**src/rtl/ace_pkg.sv**
```systemverilog
// Shared ACE definitions: AC snoop opcodes, the request codes that need remapping,
// CRRESP bit positions and the snoop issuer FSM state type.
package ace_pkg;

   localparam logic [3:0] AC_READ_ONCE              = 4'b0000;
   localparam logic [3:0] AC_READ_SHARED            = 4'b0001;
   localparam logic [3:0] AC_READ_CLEAN             = 4'b0010;
   localparam logic [3:0] AC_READ_NOT_SHARED_DIRTY  = 4'b0011;
   localparam logic [3:0] AC_READ_UNIQUE            = 4'b0111;
   localparam logic [3:0] AC_CLEAN_SHARED           = 4'b1000;
   localparam logic [3:0] AC_CLEAN_INVALID          = 4'b1001;
   localparam logic [3:0] AC_MAKE_INVALID           = 4'b1101;

   // Request-side codes that have no AC equivalent of the same value
   localparam logic [3:0] AR_CLEAN_UNIQUE           = 4'b1011;
   localparam logic [3:0] AR_MAKE_UNIQUE            = 4'b1100;
   localparam logic [2:0] AW_WRITE_UNIQUE           = 3'b000;
   localparam logic [2:0] AW_WRITE_LINE_UNIQUE      = 3'b001;

   localparam int unsigned CR_DATA_TRANSFER = 0;
   localparam int unsigned CR_ERROR         = 1;
   localparam int unsigned CR_PASS_DIRTY    = 2;
   localparam int unsigned CR_IS_SHARED     = 3;
   localparam int unsigned CR_WAS_UNIQUE    = 4;
   localparam int unsigned CR_RESP_WIDTH    = 5;

   typedef enum logic [1:0] {
      ST_IDLE,
      ST_SNOOP,
      ST_RESP
   } issuer_state_e;

endpackage

```
**src/rtl/ace_snoop_issuer_if.sv**
```systemverilog
// Request, per-master AC/CR and aggregated-result signals of the snoop issuer.
// The slave modport is the issuer itself; master is the CCU/interconnect side.
interface ace_snoop_issuer_if #(
   parameter int unsigned NoMstPorts = 4,
   parameter int unsigned AddrWidth  = 64,
   parameter int unsigned IdxWidth   = (NoMstPorts > 1) ? $clog2(NoMstPorts) : 1
);
   logic                    req_valid_i;
   logic                    req_ready_o;
   logic                    req_is_write_i;
   logic [3:0]              req_snoop_i;
   logic [AddrWidth-1:0]    req_addr_i;
   logic [2:0]              req_prot_i;
   logic [IdxWidth-1:0]     req_src_i;

   logic [NoMstPorts-1:0]   ac_valid_o;
   logic [NoMstPorts-1:0]   ac_ready_i;
   logic [AddrWidth-1:0]    ac_addr_o;
   logic [3:0]              ac_snoop_o;
   logic [2:0]              ac_prot_o;

   logic [NoMstPorts-1:0]   cr_valid_i;
   logic [NoMstPorts-1:0]   cr_ready_o;
   logic [5*NoMstPorts-1:0] cr_resp_i;

   logic                    rsp_valid_o;
   logic                    rsp_ready_i;
   logic [4:0]              rsp_resp_o;
   logic [NoMstPorts-1:0]   rsp_data_mask_o;
   logic                    rsp_unsupported_o;

   modport slave (
      input  req_valid_i, req_is_write_i, req_snoop_i, req_addr_i, req_prot_i, req_src_i,
      output req_ready_o,
      output ac_valid_o, ac_addr_o, ac_snoop_o, ac_prot_o,
      input  ac_ready_i,
      input  cr_valid_i, cr_resp_i,
      output cr_ready_o,
      output rsp_valid_o, rsp_resp_o, rsp_data_mask_o, rsp_unsupported_o,
      input  rsp_ready_i
   );

   modport master (
      output req_valid_i, req_is_write_i, req_snoop_i, req_addr_i, req_prot_i, req_src_i,
      input  req_ready_o,
      input  ac_valid_o, ac_addr_o, ac_snoop_o, ac_prot_o,
      output ac_ready_i,
      output cr_valid_i, cr_resp_i,
      input  cr_ready_o,
      input  rsp_valid_o, rsp_resp_o, rsp_data_mask_o, rsp_unsupported_o,
      output rsp_ready_i
   );
endinterface

```
**src/rtl/ace_snoop_type_enc.sv**
```systemverilog
// Maps an AR/AW AxSNOOP code to the AC snoop opcode that must be broadcast,
// flagging codes that have no snoop mapping.
module ace_snoop_type_enc
   import ace_pkg::*;
(
   input  logic       is_write,
   input  logic [3:0] snoop,
   output logic [3:0] ac_snoop,
   output logic       unsupported
);

   always_comb begin
      // NOTE: defaults first so every path assigns both outputs and no latch is inferred.
      ac_snoop    = AC_READ_ONCE;
      unsupported = 1'b0;
      if (is_write) begin
         case (snoop[2:0])
            AW_WRITE_UNIQUE:      ac_snoop = AC_CLEAN_INVALID;
            AW_WRITE_LINE_UNIQUE: ac_snoop = AC_MAKE_INVALID;
            default:              unsupported = 1'b1;
         endcase
      end else begin
         case (snoop)
            AC_READ_ONCE, AC_READ_SHARED, AC_READ_CLEAN, AC_READ_NOT_SHARED_DIRTY,
            AC_READ_UNIQUE, AC_CLEAN_SHARED, AC_CLEAN_INVALID, AC_MAKE_INVALID:
                             ac_snoop = snoop;
            AR_CLEAN_UNIQUE: ac_snoop = AC_CLEAN_INVALID;
            AR_MAKE_UNIQUE:  ac_snoop = AC_MAKE_INVALID;
            default:         unsupported = 1'b1;
         endcase
      end
   end

endmodule

```
**src/rtl/ace_snoop_issuer.sv**
```systemverilog
// Broadcasts one snoop to every master except the originator, collects the CR
// responses and returns a single OR-aggregated result.
module ace_snoop_issuer
   import ace_pkg::*;
#(
   parameter int unsigned NoMstPorts = 4,
   parameter int unsigned AddrWidth  = 64,
   parameter int unsigned IdxWidth   = (NoMstPorts > 1) ? $clog2(NoMstPorts) : 1
) (
   input  logic         clk_i,
   input  logic         rst_i,
   ace_snoop_issuer_if.slave bus
);

   issuer_state_e         state;
   logic [NoMstPorts-1:0] ac_pend, cr_pend, data_mask;
   logic [NoMstPorts-1:0] target_mask, ac_hs, cr_hs, cr_dt, cr_ready;
   logic [4:0]            resp_agg, cr_or;
   logic [AddrWidth-1:0]  addr_q;
   logic [2:0]            prot_q;
   logic [3:0]            snoop_q, enc_snoop;
   logic                  unsupported_q, rsp_valid_q, enc_unsupported;
   logic                  req_ready, req_hs;

   ace_snoop_type_enc u_enc (
      .is_write    (bus.req_is_write_i),
      .snoop       (bus.req_snoop_i),
      .ac_snoop    (enc_snoop),
      .unsupported (enc_unsupported)
   );

   // An out-of-range source index never matches, so nothing gets excluded
   always_comb begin
      target_mask = '0;
      cr_or       = '0;
      cr_dt       = '0;
      for (int i = 0; i < NoMstPorts; i++) begin
         target_mask[i] = (bus.req_src_i != IdxWidth'(i));
         cr_dt[i]       = bus.cr_resp_i[CR_RESP_WIDTH*i + CR_DATA_TRANSFER];
         if (cr_hs[i]) cr_or = cr_or | bus.cr_resp_i[CR_RESP_WIDTH*i +: CR_RESP_WIDTH];
      end
   end

   assign req_ready = (state == ST_IDLE) && !rst_i;
   assign req_hs    = bus.req_valid_i && req_ready;
   assign ac_hs     = ac_pend & bus.ac_ready_i;
   // A master's CR is only taken once its own AC has gone through
   assign cr_ready  = cr_pend & ~ac_pend;
   assign cr_hs     = bus.cr_valid_i & cr_ready;

   always_ff @(posedge clk_i) begin
      // NOTE: non-blocking assignments throughout, so every register sees pre-edge values.
      if (rst_i) begin
         state         <= ST_IDLE;
         ac_pend       <= '0;
         cr_pend       <= '0;
         data_mask     <= '0;
         resp_agg      <= '0;
         addr_q        <= '0;
         prot_q        <= '0;
         snoop_q       <= '0;
         unsupported_q <= 1'b0;
         rsp_valid_q   <= 1'b0;
      end else begin
         case (state)
            ST_IDLE: begin
               if (req_hs) begin
                  addr_q        <= bus.req_addr_i;
                  prot_q        <= bus.req_prot_i;
                  snoop_q       <= enc_snoop;
                  resp_agg      <= '0;
                  data_mask     <= '0;
                  unsupported_q <= enc_unsupported;
                  if (enc_unsupported || (target_mask == '0)) begin
                     ac_pend     <= '0;
                     cr_pend     <= '0;
                     rsp_valid_q <= 1'b1;
                     state       <= ST_RESP;
                  end else begin
                     ac_pend <= target_mask;
                     cr_pend <= target_mask;
                     state   <= ST_SNOOP;
                  end
               end
            end
            ST_SNOOP: begin
               ac_pend   <= ac_pend & ~ac_hs;
               cr_pend   <= cr_pend & ~cr_hs;
               resp_agg  <= resp_agg | cr_or;
               data_mask <= (data_mask & ~cr_hs) | (cr_dt & cr_hs);
               if ((cr_pend & ~cr_hs) == '0) begin
                  rsp_valid_q <= 1'b1;
                  state       <= ST_RESP;
               end
            end
            ST_RESP: begin
               if (bus.rsp_ready_i) begin
                  rsp_valid_q <= 1'b0;
                  state       <= ST_IDLE;
               end
            end
            default: state <= ST_IDLE;
         endcase
      end
   end

   assign bus.req_ready_o       = req_ready;
   assign bus.ac_valid_o        = ac_pend;
   assign bus.ac_addr_o         = addr_q;
   assign bus.ac_snoop_o        = snoop_q;
   assign bus.ac_prot_o         = prot_q;
   assign bus.cr_ready_o        = cr_ready;
   assign bus.rsp_valid_o       = rsp_valid_q;
   assign bus.rsp_resp_o        = resp_agg;
   assign bus.rsp_data_mask_o   = data_mask;
   assign bus.rsp_unsupported_o = unsupported_q;

endmodule
```
**src/flat_wrapper.sv**
```systemverilog
// flat-port wrapper written by rule: the top's interface ports become plain ports
module ace_snoop_issuer_flat import ace_pkg::*;
#(
   parameter int unsigned NoMstPorts = 4,
   parameter int unsigned AddrWidth  = 64,
   parameter int unsigned IdxWidth   = (NoMstPorts > 1) ? $clog2(NoMstPorts) : 1
)
  (clk_i, rst_i, bus_req_valid_i, bus_req_is_write_i, bus_req_snoop_i, bus_req_addr_i, bus_req_prot_i, bus_req_src_i, bus_req_ready_o, bus_ac_valid_o, bus_ac_addr_o, bus_ac_snoop_o, bus_ac_prot_o, bus_ac_ready_i, bus_cr_valid_i, bus_cr_resp_i, bus_cr_ready_o, bus_rsp_valid_o, bus_rsp_resp_o, bus_rsp_data_mask_o, bus_rsp_unsupported_o, bus_rsp_ready_i);
  ace_snoop_issuer_if #(.NoMstPorts(NoMstPorts), .AddrWidth(AddrWidth), .IdxWidth(IdxWidth)) bus_i ();
  input  logic clk_i;
  input  logic rst_i;
  input wire logic [$bits(bus_i.req_valid_i)-1:0] bus_req_valid_i;
  input wire logic [$bits(bus_i.req_is_write_i)-1:0] bus_req_is_write_i;
  input wire logic [$bits(bus_i.req_snoop_i)-1:0] bus_req_snoop_i;
  input wire logic [$bits(bus_i.req_addr_i)-1:0] bus_req_addr_i;
  input wire logic [$bits(bus_i.req_prot_i)-1:0] bus_req_prot_i;
  input wire logic [$bits(bus_i.req_src_i)-1:0] bus_req_src_i;
  output wire logic [$bits(bus_i.req_ready_o)-1:0] bus_req_ready_o;
  output wire logic [$bits(bus_i.ac_valid_o)-1:0] bus_ac_valid_o;
  output wire logic [$bits(bus_i.ac_addr_o)-1:0] bus_ac_addr_o;
  output wire logic [$bits(bus_i.ac_snoop_o)-1:0] bus_ac_snoop_o;
  output wire logic [$bits(bus_i.ac_prot_o)-1:0] bus_ac_prot_o;
  input wire logic [$bits(bus_i.ac_ready_i)-1:0] bus_ac_ready_i;
  input wire logic [$bits(bus_i.cr_valid_i)-1:0] bus_cr_valid_i;
  input wire logic [$bits(bus_i.cr_resp_i)-1:0] bus_cr_resp_i;
  output wire logic [$bits(bus_i.cr_ready_o)-1:0] bus_cr_ready_o;
  output wire logic [$bits(bus_i.rsp_valid_o)-1:0] bus_rsp_valid_o;
  output wire logic [$bits(bus_i.rsp_resp_o)-1:0] bus_rsp_resp_o;
  output wire logic [$bits(bus_i.rsp_data_mask_o)-1:0] bus_rsp_data_mask_o;
  output wire logic [$bits(bus_i.rsp_unsupported_o)-1:0] bus_rsp_unsupported_o;
  input wire logic [$bits(bus_i.rsp_ready_i)-1:0] bus_rsp_ready_i;
  assign bus_i.req_valid_i = bus_req_valid_i;
  assign bus_i.req_is_write_i = bus_req_is_write_i;
  assign bus_i.req_snoop_i = bus_req_snoop_i;
  assign bus_i.req_addr_i = bus_req_addr_i;
  assign bus_i.req_prot_i = bus_req_prot_i;
  assign bus_i.req_src_i = bus_req_src_i;
  assign bus_req_ready_o = bus_i.req_ready_o;
  assign bus_ac_valid_o = bus_i.ac_valid_o;
  assign bus_ac_addr_o = bus_i.ac_addr_o;
  assign bus_ac_snoop_o = bus_i.ac_snoop_o;
  assign bus_ac_prot_o = bus_i.ac_prot_o;
  assign bus_i.ac_ready_i = bus_ac_ready_i;
  assign bus_i.cr_valid_i = bus_cr_valid_i;
  assign bus_i.cr_resp_i = bus_cr_resp_i;
  assign bus_cr_ready_o = bus_i.cr_ready_o;
  assign bus_rsp_valid_o = bus_i.rsp_valid_o;
  assign bus_rsp_resp_o = bus_i.rsp_resp_o;
  assign bus_rsp_data_mask_o = bus_i.rsp_data_mask_o;
  assign bus_rsp_unsupported_o = bus_i.rsp_unsupported_o;
  assign bus_i.rsp_ready_i = bus_rsp_ready_i;
  ace_snoop_issuer #(.NoMstPorts(NoMstPorts), .AddrWidth(AddrWidth), .IdxWidth(IdxWidth)) u_core (.clk_i(clk_i), .rst_i(rst_i), .bus(bus_i));
endmodule
```
**config.mk**
```make
export PLATFORM = sky130hd
export DESIGN_NAME = ace_snoop_issuer_flat
export DESIGN_NICKNAME = d
export VERILOG_FILES = /design/src/rtl/ace_pkg.sv /design/src/rtl/ace_snoop_issuer_if.sv /design/src/rtl/ace_snoop_type_enc.sv /design/src/rtl/ace_snoop_issuer.sv /design/src/flat_wrapper.sv
export SDC_FILE = /design/constraint.sdc
export NUM_CORES = 1
export LEC_CHECK = 0
export BUFFER_PORTS_ARGS = -buffer_cell sky130_fd_sc_hd__buf_4
export CORE_ASPECT_RATIO = 1.25
export CORE_MARGIN = 2
export CORE_UTILIZATION = 45
export CTS_CLUSTER_DIAMETER = 40
export DETAILED_ROUTE_END_ITERATION = 7
export HOLD_SLACK_MARGIN = 0.02
export PLACE_DENSITY = 0.8
export SETUP_SLACK_MARGIN = 0.1
export SLEW_MARGIN = 20
export SYNTH_ARGS = -nofsm -noshare
export SYNTH_HDL_FRONTEND = slang
export SYNTH_SLANG_ARGS = --single-unit
```
**constraint.sdc**
```tcl
create_clock -name clk_i -period 2.1 [get_ports clk_i]
set_input_delay 0.21 -clock clk_i [delete_from_list [all_inputs] [get_ports clk_i]]
set_output_delay 0.21 -clock clk_i [all_outputs]
set_load 0.02 [all_outputs]
```
---- Yosys cells after proc, flatten, opt, wreduce, memory -nomap -nowiden ----
Cells that the tools add are included.
storage, ports and cells
  flip-flop bits (word level) ............. 92
  output and inout bits ................... 91
operators by class
  equality and inequality tests ........... 19
  muxes and demuxes ....................... 28
  bitwise operators ....................... 15
  reductions and logical operators ........ 19
operators with widths
  cell                  number
  $pmux W4 S2           4
  $and A4 B4 Y4         7
  $mux W5               5
  $eq A4 B4 Y1 const B  5
  $or A5 B5 Y5          4
  $mux W4               4
  $logic_not A4 Y1      3
  $not A4 Y4            3
  $pmux W4 S3           1
  $pmux W5 S2           1
  $reduce_or A10 Y1     1
  $eq A4 B2 Y1 const B  2
  $mux W2               4
  $ne A2 B2 Y1 const B  4
  $reduce_or A8 Y1      1
  $mux W1               7
  $ne A2 B1 Y1 const B  3
  $pmux W2 S3           1
  $reduce_and A5 Y1     1
  $eq A4 B1 Y1 const B  1
  $eq A4 B3 Y1 const B  1
  $or A4 B4 Y4          1
  $reduce_and A2 Y1     2
  $reduce_bool A2 Y1    2
  12 further kinds      13

---- Logic depth before layout (Yosys ltp) ----
Gate-level depths: netlist of run 1.
  depth in word-level cells ............... 12
  mapped depth ............................ 7
  depth with buffers taken out ............ 4

---- Cells and area by module ----
Synthesis of run 1 repeated with hierarchy kept, for this count alone.
unflattened totals
  cells, all modules ...................... 459
  area, all modules ....................... 3948.8 sq um
modules (own cells, without submodules)
  module              times used  cells an instance  area an instance (sq um)  sequential area each (sq um)
  ace_snoop_issuer    1           436                3812.4                    1841.8
  ace_snoop_type_enc  1           23                 136.4                     0.0

---- Worst setup path after synthesis of run 1 ----
OpenSTA, ideal clock, no wires.
  path kind ............................... register -> register
  from .................................... reg u_core.state[1]
  to ...................................... reg u_core.state[1]
  arrival ................................. 1.615 ns
  path slack .............................. 0.411 ns
  cell stages (with the launch flop) ...... 6
  path through ............................ dfxtp_1 buf_6 nor3_1 nand2_1 a211o_1 a31oi_1
between the ends
  longest elaborated chain between the ends .. 5
ends and longest elaborated chain
  element                      RTL line                RTL
  start, declared              ace_snoop_issuer.sv:15  issuer_state_e state;
  start signal, assigned       ace_snoop_issuer.sv:54  state <= ST_IDLE;
  start signal, assigned       ace_snoop_issuer.sv:78  state <= ST_RESP;
  start signal, assigned       ace_snoop_issuer.sv:82  state <= ST_SNOOP;
  $logic_not A2 Y1             ace_snoop_issuer.sv:44  assign req_ready = (state == ST_IDLE) && !rst_i;
  $logic_and A1 B1 Y1          ace_snoop_issuer.sv:44
  named net bus_req_ready_o    flat_wrapper.sv:18      output wire logic [$bits(bus_i.req_ready_o)-1:0] bus_req_ready_o;
  $logic_and A1 B1 Y1          ace_snoop_issuer.sv:45  assign req_hs = bus.req_valid_i && req_ready;
  $ne A2 B1 Y1 (no line)       -
  $reduce_and A3 Y1 (no line)  -
The timed path passes the listed nets, and every way through them passes these cells.
A chain may end at the register's enable or synchronous reset.

---- Worst setup path in the final report of run 1 ----
  from .................................... reg u_core.state[1]
  to ...................................... reg u_core.data_mask[1], in the netlist u_core.bus.rsp_data_mask_o[1]
between the ends
  longest elaborated chain between the ends .. 5
ends and longest elaborated chain
  element                      RTL line                                        RTL
  $logic_not A2 Y1             ace_snoop_issuer.sv:44, ace_snoop_issuer.sv:65
  $logic_and A1 B1 Y1          ace_snoop_issuer.sv:44
  $logic_and A1 B1 Y1          ace_snoop_issuer.sv:45
  $ne A2 B1 Y1 (no line)       -
  $reduce_and A2 Y1 (no line)  -
  end signal, assigned         ace_snoop_issuer.sv:90                          data_mask <= (data_mask & ~cr_hs) | (cr_dt & cr_hs);
  end, declared                ace_snoop_issuer.sv:16                          logic [NoMstPorts-1:0] ac_pend, cr_pend, data_mask;
Parallel ways exist; a longest one is shown, timed or not.

==> results of run 1 <==
stage by stage:
step / setup slack, ns / hold WS (ns)
finish: 0.445 / 0.0299
global route: 0.297 / 0.0207
CTS: 0.448 / 0.0204
detailed placement: 0.462 / 0.410
global placement: 0.525 / 0.403
floorplan: 0.411 / 0.319
repair_timing:
item,4_1_cts,5_1_grt
setup buffers,0,0
hold buffers,4,0
endpoints found under the hold margin,4,0
cells by family (layout without fill, tap and decap cells):
family,count (synthesis),count (layout),synth area share [%]
muxes,3,3,0.827
buffers and inverters,40,226,5.13
AOI/OAI and AO/OA,117,117,18.6
and+or+nand+nor,195,195,26.7
DFF,92,92,48.7
power groups by stage:
stage / clock [mW] / combinational (mW) / sequential, mW
floorplan: 0 / 0.264 / 2.12
global placement: 0 / 0.800 / 1.98
detailed placement: 0 / 0.815 / 1.99
CTS: 1.23 / 0.824 / 1.95
global route: 1.29 / 0.886 / 1.96
finish: 1.20 / 0.819 / 1.95
per-layer routing:
layer	part of all wire (%)	track usage (%)	routed length, µm	up-vias
li1	-	-	-	1861
met4	2.2	8.96	235	0
met2	50	40.2	5270	153
met5	0	0	0	-
met1	40	26.5	4210	1692
met3	8.3	6.91	878	20
area by class of cell:
class,instances,area share (%)
Clock buffer,10,2.50
Clock inverter,6,1.16
Inverter,6,0.410
Multi-Input combinational cell,315,31.7
Sequential cell,92,33.5
Tap cell,97,2.21
Timing Repair Buffer,204,28.5
layout by cell type (no fill, tap or decap), types with 4 or more instances in the layout:
cell type                         n
sky130_fd_sc_hd__buf_4          198
sky130_fd_sc_hd__dfxtp_1         92
sky130_fd_sc_hd__nand2_1         88
sky130_fd_sc_hd__nand2b_1        76
sky130_fd_sc_hd__o21ai_0         73
sky130_fd_sc_hd__clkbuf_8        10
sky130_fd_sc_hd__a21oi_1          9
sky130_fd_sc_hd__a32o_1           9
sky130_fd_sc_hd__nor2_1           7
sky130_fd_sc_hd__nor2b_1          6
sky130_fd_sc_hd__inv_1            6
sky130_fd_sc_hd__a221oi_1         6
sky130_fd_sc_hd__o21ai_1          5
sky130_fd_sc_hd__a22o_1           5
sky130_fd_sc_hd__and3b_1          4
sky130_fd_sc_hd__nand3_1          4
sky130_fd_sc_hd__nand3b_1         4
sky130_fd_sc_hd__dlygate4sd3_1    4
critical path, stage by stage (launching register included):
cell,delay [ns]
sky130_fd_sc_hd__dfxtp_1,0.40
sky130_fd_sc_hd__nor4b_4,0.51
sky130_fd_sc_hd__buf_12,0.28
sky130_fd_sc_hd__mux2i_1,0.12
sky130_fd_sc_hd__a32oi_1,0.17
sky130_fd_sc_hd__nor2_1,0.05
state kept, by name, summed over array words and instances (netlist names), 2 cells and up:
signal and cells:
u_core.state 2, u_core.bus.ac_valid_o 4, u_core.bus.rsp_data_mask_o 4, u_core.bus.ac_prot_o 3, u_core.cr_pend 4, u_core.bus.ac_snoop_o 4
u_core.bus.ac_addr_o 64, u_core.bus.rsp_resp_o 5
worst paths after layout:
path	start	to	slack [ns]	cells past startpoint
hold / removal	bus_req_addr_i[62]	u_core.bus.ac_addr_o[62]$_SDFFE_PP0P_	0.03	3
setup / recovery	u_core.state[1]$_SDFFE_PP0P_	u_core.bus.rsp_data_mask_o[1]$_SDFFE_PP0P_	0.45	5
setup reg to reg	u_core.state[1]$_SDFFE_PP0P_	u_core.bus.rsp_data_mask_o[1]$_SDFFE_PP0P_	0.45	5
hold reg to reg	u_core.bus.rsp_unsupported_o$_SDFFE_PP0P_	u_core.bus.rsp_unsupported_o$_SDFFE_PP0P_	0.45	2
==> impl.org, run 1 <==
** Critical path
- Maximum net fanout on the critical path :: 56
- STA classifies the critical path startpoint as a flop.
- At the worst endpoint, the required time is about 2.4 ns.
- Critical Path Sink Type :: flop
- The setup path with the least slack is of type flop to flop.
- Arrival time reported for the critical path endpoint :: 1.91 ns

** STA
- Setup TNS :: 0 ns
- The final critical path takes up 78.8% of the cycle.
- On the final layout, the worst clock skew is about 0.007 ns.
- Setup-failing EPs final :: 0
- Max Transition Viols Final :: 0
- Highest attainable clock frequency :: between 600 and 700 MHz
- Setup repair after global routing missed its margin :: no
- Headroom to the max-slew limit came out at roughly three fifths.
- The hold violation total from the final report came to 0.
- Final critical delay including setup and external delays :: about 1.7 ns
- At the pin with the least slew margin, the transition time is about 0.59 ns.

** Drt
- Detailed-route wire length per cell :: between 10 and 15 µm
- Average via count per standard cell :: 5.10
- Count of vias placed by the detailed router :: about 3700
- After the first detailed-routing iteration, the DRC count stood at 171.
- The first detailed-routing pass ran for 4 iterations.
- In this run the remaining antenna-violating nets after routing total 0.
- Post-detailed-routing wire length :: about 11000 µm
- For this run, design rule violations remaining after detail routing come to 0.

** Power and ir drop
- In this run the static leakage power is ~2.4 nW.
- Across the VDD grid, the largest voltage drop is roughly 0.00043 V.
- Switching Share :: 28.2%
- Of the total power, registers draw between 40% and 50%.
- Reported net switching power :: approximately 1.1 mW
- For this design the ratio of total power to cell area is 722 nW/µm².
- Final Power :: approximately 4.0 mW
- Internal power comes to around 2.9 mW.
- Of the total power, the clock network draws about 30%.
- Combinational cells account for about a fifth of the total power.

** Placement
- Once placement finished, the instance area stood at approximately 5300 µm².
- Routability-driven placement congestion ratio :: about 0.84
- Number of buffer cells added on primary ports :: 196
- Dpl hpwl :: 7690 µm
- Including well taps, the total number of placed cells is 710.

** Finish
- Excluding fillers, the count of instances in the completed layout stands at 730.
- Fraction of final layout cells with drive strength greater than 1 :: 34.6%
- After the last flow step, the layout net total stands at 734.
- Post-route design area :: between 5000 and 6000 µm²
- Area of all sequential standard cells :: about 1800 µm²
- The repair_antennas step left the layout with diodes totalling 0.
- Final core utilization :: about two thirds
- Counting the fill cells in the layout gives roughly 690.
- The multi-input combinational cells in the finished layout cover a total of ~1700 µm².
- Synthesis-to-layout area growth :: 45.4%

** Die
- Area of the placeable core :: ~8000 µm²
- Number of core rows :: 37
- Vertical die dimension :: between 100 and 150 µm
- Die width :: 86.0 µm
- Boundary Pins :: around 200
- Area of the die :: roughly 9200 µm²
- Initial cell density of the core :: a little under half

** Clocking
- In this run, post-CTS repair resized a total of 0 instances.
- Clock transition time at the flip-flop clock pins of the worst setup and hold paths :: around 0.090 ns
- H-Tree Level Count :: 3
- CTS tree :: yes
- At the later pin of the worst-skew pair, clock insertion delay measures about 0.37 ns.
- Number of sinks on the clock net :: 92
- Inserted Clock Buffers :: 9
- The tree is rooted in a sky130_fd_sc_hd__clkbuf_8.
- In this run the deepest clock path goes through 2 buffers.

** Global route
- Entering global routing, the biggest net connects 85 pins.
- Number of antenna violations at the first check in global routing :: 0
- GRT Resource Usage Total :: a little under a quarter
- The via count of the first global-routing pass was roughly 3600.
- GRT overflow :: 0
- Global-route wire length before repair :: roughly 17000 µm

** Synthesis
- Among all flip-flop cells after synthesis, the most frequent one is sky130_fd_sc_hd__dfxtp_1.
- In this run the cell area of the synthesized design comes to around 3800 µm².
- Post-synth EDFFs :: 0
- Summed over its instances, the top area cell type makes up about half of the synthesized netlist area.
- By area the synthesized netlist is led by sky130_fd_sc_hd__dfxtp_1, sky130_fd_sc_hd__nand2b_1, sky130_fd_sc_hd__o21ai_0.
- The average instance in the mapped netlist occupies approximately 8.5 µm².
- Syn nets :: 553
- Top-count cell post-synth :: sky130_fd_sc_hd__dfxtp_1
- Of the synthesized area, sequential elements account for between 40% and 50%.
- Synth unique cells :: 35
- Leading cell types by count after synthesis :: sky130_fd_sc_hd__dfxtp_1, sky130_fd_sc_hd__nand2_1, sky130_fd_sc_hd__nand2b_1
- Synth Instances :: around 450
- Share of synthesized flip-flops with an asynchronous set or reset :: 0%
- For this run, the number of Yosys warnings is 0.
- Top cell type by total area after synthesis :: sky130_fd_sc_hd__dfxtp_1
- In this run, synthesis produced a sequential element count of a little over 90.

** Run status
- Run status :: finished, final reports clean

** Flow run
- MaxCap Viol Count :: 0

** Worst hold path
- Type of the most critical hold path :: input port to flop
(Power assumes the default switching activity.)
==> run 2: changes to the inputs <==
CORE_UTILIZATION = 41   (was 45)
PLACE_DENSITY = 0.77   (was 0.8)
clock period = 1.5 ns   (was 2.1 ns; I/O delays follow)
==> impl.org, run 2 (synthesis gave the netlist of run 1 again) <==
** Drt
- The average wire length per cell after detail routing came to 16.3 µm (+13%).
- Count of TritonRoute iterations in the first routing pass :: 5 (+1)
- The via count normalized by instance count is 5.09 (-0.31%).
- The number of design rule violations left after detail routing came to 0 (unchanged).
- Post-detailed-routing wire length :: 13500 µm (+28%)
- The remaining antenna violation count after routing came to 0 (unchanged).
- The routed via count came to 4218 (+13%).
- The violation count after the first detailed-routing iteration was 243 (+42%).

** STA
- The total negative slack for setup checks came to 0 ns (unchanged).
- Highest attainable clock frequency :: 725 MHz (+20%)
- Post-layout worst setup margin :: 0.121 ns (-0.324 ns)
- The final count of pins violating max slew is 0 (unchanged).
- The final setup skew was 0.00780 ns (+0.000931 ns).
- Portion of the clock cycle consumed by the worst path in the final layout :: 91.9% (+13 points)
- The hold violation total from the final report came to 0 (unchanged).
- Setup repair after global routing could not meet its margin everywhere.
- Final hold slack :: 0.0242 ns (-0.00575 ns)
- The total setup violations reported at the end of the flow is 0 (unchanged).
- Final critical delay including setup and external delays :: 1.38 ns (-0.276 ns)
- The measured slew at the worst slew-check pin was 0.436 ns (-0.156 ns).
- Max_slew headroom :: 71.0% (+10 points)

** Die
- Area of the placeable core :: 9080 µm² (+11%)
- The overall die area was 10000 µm² (+9.3%).
- Die width :: 89.9 µm (+4.5%)
- The starting utilization of the core area came to 41.7% (-4.5 points).
- The vertical die dimension came to 111 µm (+4.6%).
- Boundary Pins :: 197 (unchanged)
- Number of core rows :: 39 (+5.4%)

** Critical path
- The worst path required time is 1.73 ns (-0.63 ns).
- Crit path launch type :: flop
- The critical path is of the flop to flop type.
- Setup slack of the most critical reg-to-reg path :: 0.12 ns (-0.32 ns)
- The endpoint identified for the worst register-to-register timing path is u_core.cr_pend[3]$_SDFFE_PP0P_.
- STA classifies the critical path endpoint as a flop.
- The number of cells on the worst reg-to-reg path is 5 (unchanged).
- Startpoint of the worst-slack reg-to-reg timing path :: u_core.state[0]$_SDFFE_PP0P_
- Arrival time reported for the critical path endpoint :: 1.61 ns (-0.30 ns)
- Maximum net fanout on the critical path :: 7 (-88%)

** Finish
- Final core utilization :: 71.1% (+4.0 points)
- Leaving out fill and tap cells, the most frequent cell in the layout is sky130_fd_sc_hd__buf_4.
- Number of diodes added for antenna fixing :: 0 (unchanged)
- Leading cell types in the layout, fill and taps excluded :: sky130_fd_sc_hd__buf_4, sky130_fd_sc_hd__dfxtp_1, sky130_fd_sc_hd__nand2_1
- Compared with the post-synthesis result, the final layout area differs by 70.7%.
- The number of fill cells was 653 (-5.5%).
- The number of non-filler instances in the completed layout is 829 (+14%).
- The number of flip-flops under the largest register name was 64 (unchanged).
- The final net count was 807 (+9.9%).
- Post-route design area :: 6450 µm² (+17%)
- The ratio of cells with drive above 1 in the final layout is 34.8% (+0.25 points).

** Clocking
- The clock sink count is 92 (unchanged).
- Longest Clk Path Bufs :: 2 (unchanged)
- In this run the clock root is driven by a sky130_fd_sc_hd__clkbuf_16.
- The clock network latency to the later pin of the worst-skew pair came to 0.34 ns (-0.03 ns).
- H-Tree Level Count :: 3 (unchanged)
- Clock transition time at the flip-flop clock pins of the worst setup and hold paths :: 0.06 ns (-0.03 ns)
- TritonCTS built the clock tree.
- The total CTS buffers came to 9 (unchanged).

** Power and ir drop
- Reported net switching power :: 1.74 mW (+56%)
- Clock Power Share :: 33.8% (+3.5 points)
- Part of the total power dissipated in sequential elements :: 43.6% (-5.5 points)
- The overall power came to 6.27 mW (+58%).
- The peak supply drop is 0.000604 V (+42%).
- P per Cell Area :: 972 nW/µm² (+35%)
- Combinational fraction of design power :: 22.6% (+2.0 points)
- The leakage dissipation came to 2.81 nW (+17%).
- The switching share of power is 27.7% (-0.41 points).
- The internal power contribution came to 4.53 mW (+59%).

** Placement
- Worst setup slack after placement :: 0.0298 ns (-0.432 ns)
- Placed Instance Area :: 5340 µm² (+1.6%)
- Number of buffer cells added on primary ports :: 196 (unchanged)
- The final estimated routing congestion in global placement came to 0.854 (+1.5%).
- The post-detailed-placement half-perimeter wirelength is 7990 µm (+3.9%).
- Placed cell count :: 743 (+4.6%)

** Global route
- The overall routing resource usage came to 24.9% (+1.6 points).
- The via count of the first global-routing pass came to 4127 (+14%).
- The maximum number of pins on one net before global-route repair was 58 (-32%).
- The total grt overflow came to 0 (unchanged).
- The initial antenna violation count is 0 (unchanged).
- Global-route wire length before repair :: 20100 µm (+19%)

** Flow run
- MaxCap Viol Count :: 0 (unchanged)

** Worst hold path
- The min-delay analysis places its worst path in the category input port to flop.
- The startpoint identified for the worst hold timing path is bus_req_addr_i[1].
- The path with the worst hold slack has its endpoint at u_core.bus.ac_addr_o[1]$_SDFFE_PP0P_.
- Hold depth :: 3 (unchanged)

** Run status
- Run status :: finished, final reports clean
run 2: changes by cell type in the layout (fill, tap and decap cells not counted), sizes merged:
cell / delta
buf: +15
clkinv: +1
nor2: +1
dlygate4sd3: +54
clkinvlp: -2
inv: +1
clkbuf: +4
bufinv: -1
run 2: layer usage:
| layer | GRT usage [%] | part of all wire [%] | up-vias |
|---|---|---|---|
| li1 | - | - | 2022 |
| met1 | 26.2 | 36 | 1959 |
| met2 | 46.2 | 54 | 186 |
| met3 | 4.13 | 5.6 | 51 |
| met4 | 15.0 | 4.5 | 0 |
| met5 | 0 | 0 | - |
run 2: layout make-up:
class,count,area (µm²),share of cell area [%]
Clock inverter,5,36.3,0.562
Timing Repair Buffer,276,2360,36.5
Multi-Input combinational cell,316,1790,27.8
Sequential cell,92,1850,28.6
Tap cell,123,154,2.38
Clock buffer,11,243,3.76
Inverter,6,22.5,0.349
run 2: what timing repair did:
item,4_1_cts,5_1_grt
buffers inserted,2,3
endpoints found under the hold margin,58,0
hold buffers,58,0
pin swaps,2,9
endpoints found under the setup margin,74,80
gates cloned,2,5
gates resized for setup,7,23
run 2: worst max-delay path by stage:
| stage | start | to |
|---|---|---|
| after global routing | u_core.state[0]$_SDFFE_PP0P_ | u_core.bus.ac_snoop_o[1]$_SDFFE_PP0P_ |
| after detailed placement | u_core.state[0]$_SDFFE_PP0P_ | u_core.bus.ac_addr_o[32]$_SDFFE_PP0P_ |
| final | u_core.state[0]$_SDFFE_PP0P_ | u_core.cr_pend[3]$_SDFFE_PP0P_ |
| after CTS | u_core.state[1]$_SDFFE_PP0P_ | bus_req_ready_o |
| after global placement | u_core.state[0]$_SDFFE_PP0P_ | u_core.bus.ac_addr_o[29]$_SDFFE_PP0P_ |
| after floorplan | u_core.state[1]$_SDFFE_PP0P_ | u_core.state[1]$_SDFFE_PP0P_ |
run 2: power groups by stage:
stage	Sequential, mW	Combinational [mW]	Clock, mW
final	2.74	1.42	2.12
after global placement	2.77	1.13	0
after CTS	2.73	1.32	2.17
after floorplan	2.97	0.373	0
after global routing	2.76	1.50	2.27
after detailed placement	2.78	1.16	0
run 2: critical path: stages (launching register included):
cell	delay, ns
sky130_fd_sc_hd__dfxtp_4	0.37
sky130_fd_sc_hd__nor4b_4	0.26
sky130_fd_sc_hd__buf_4	0.18
sky130_fd_sc_hd__buf_6	0.13
sky130_fd_sc_hd__nor2_4	0.07
sky130_fd_sc_hd__a32o_1	0.26
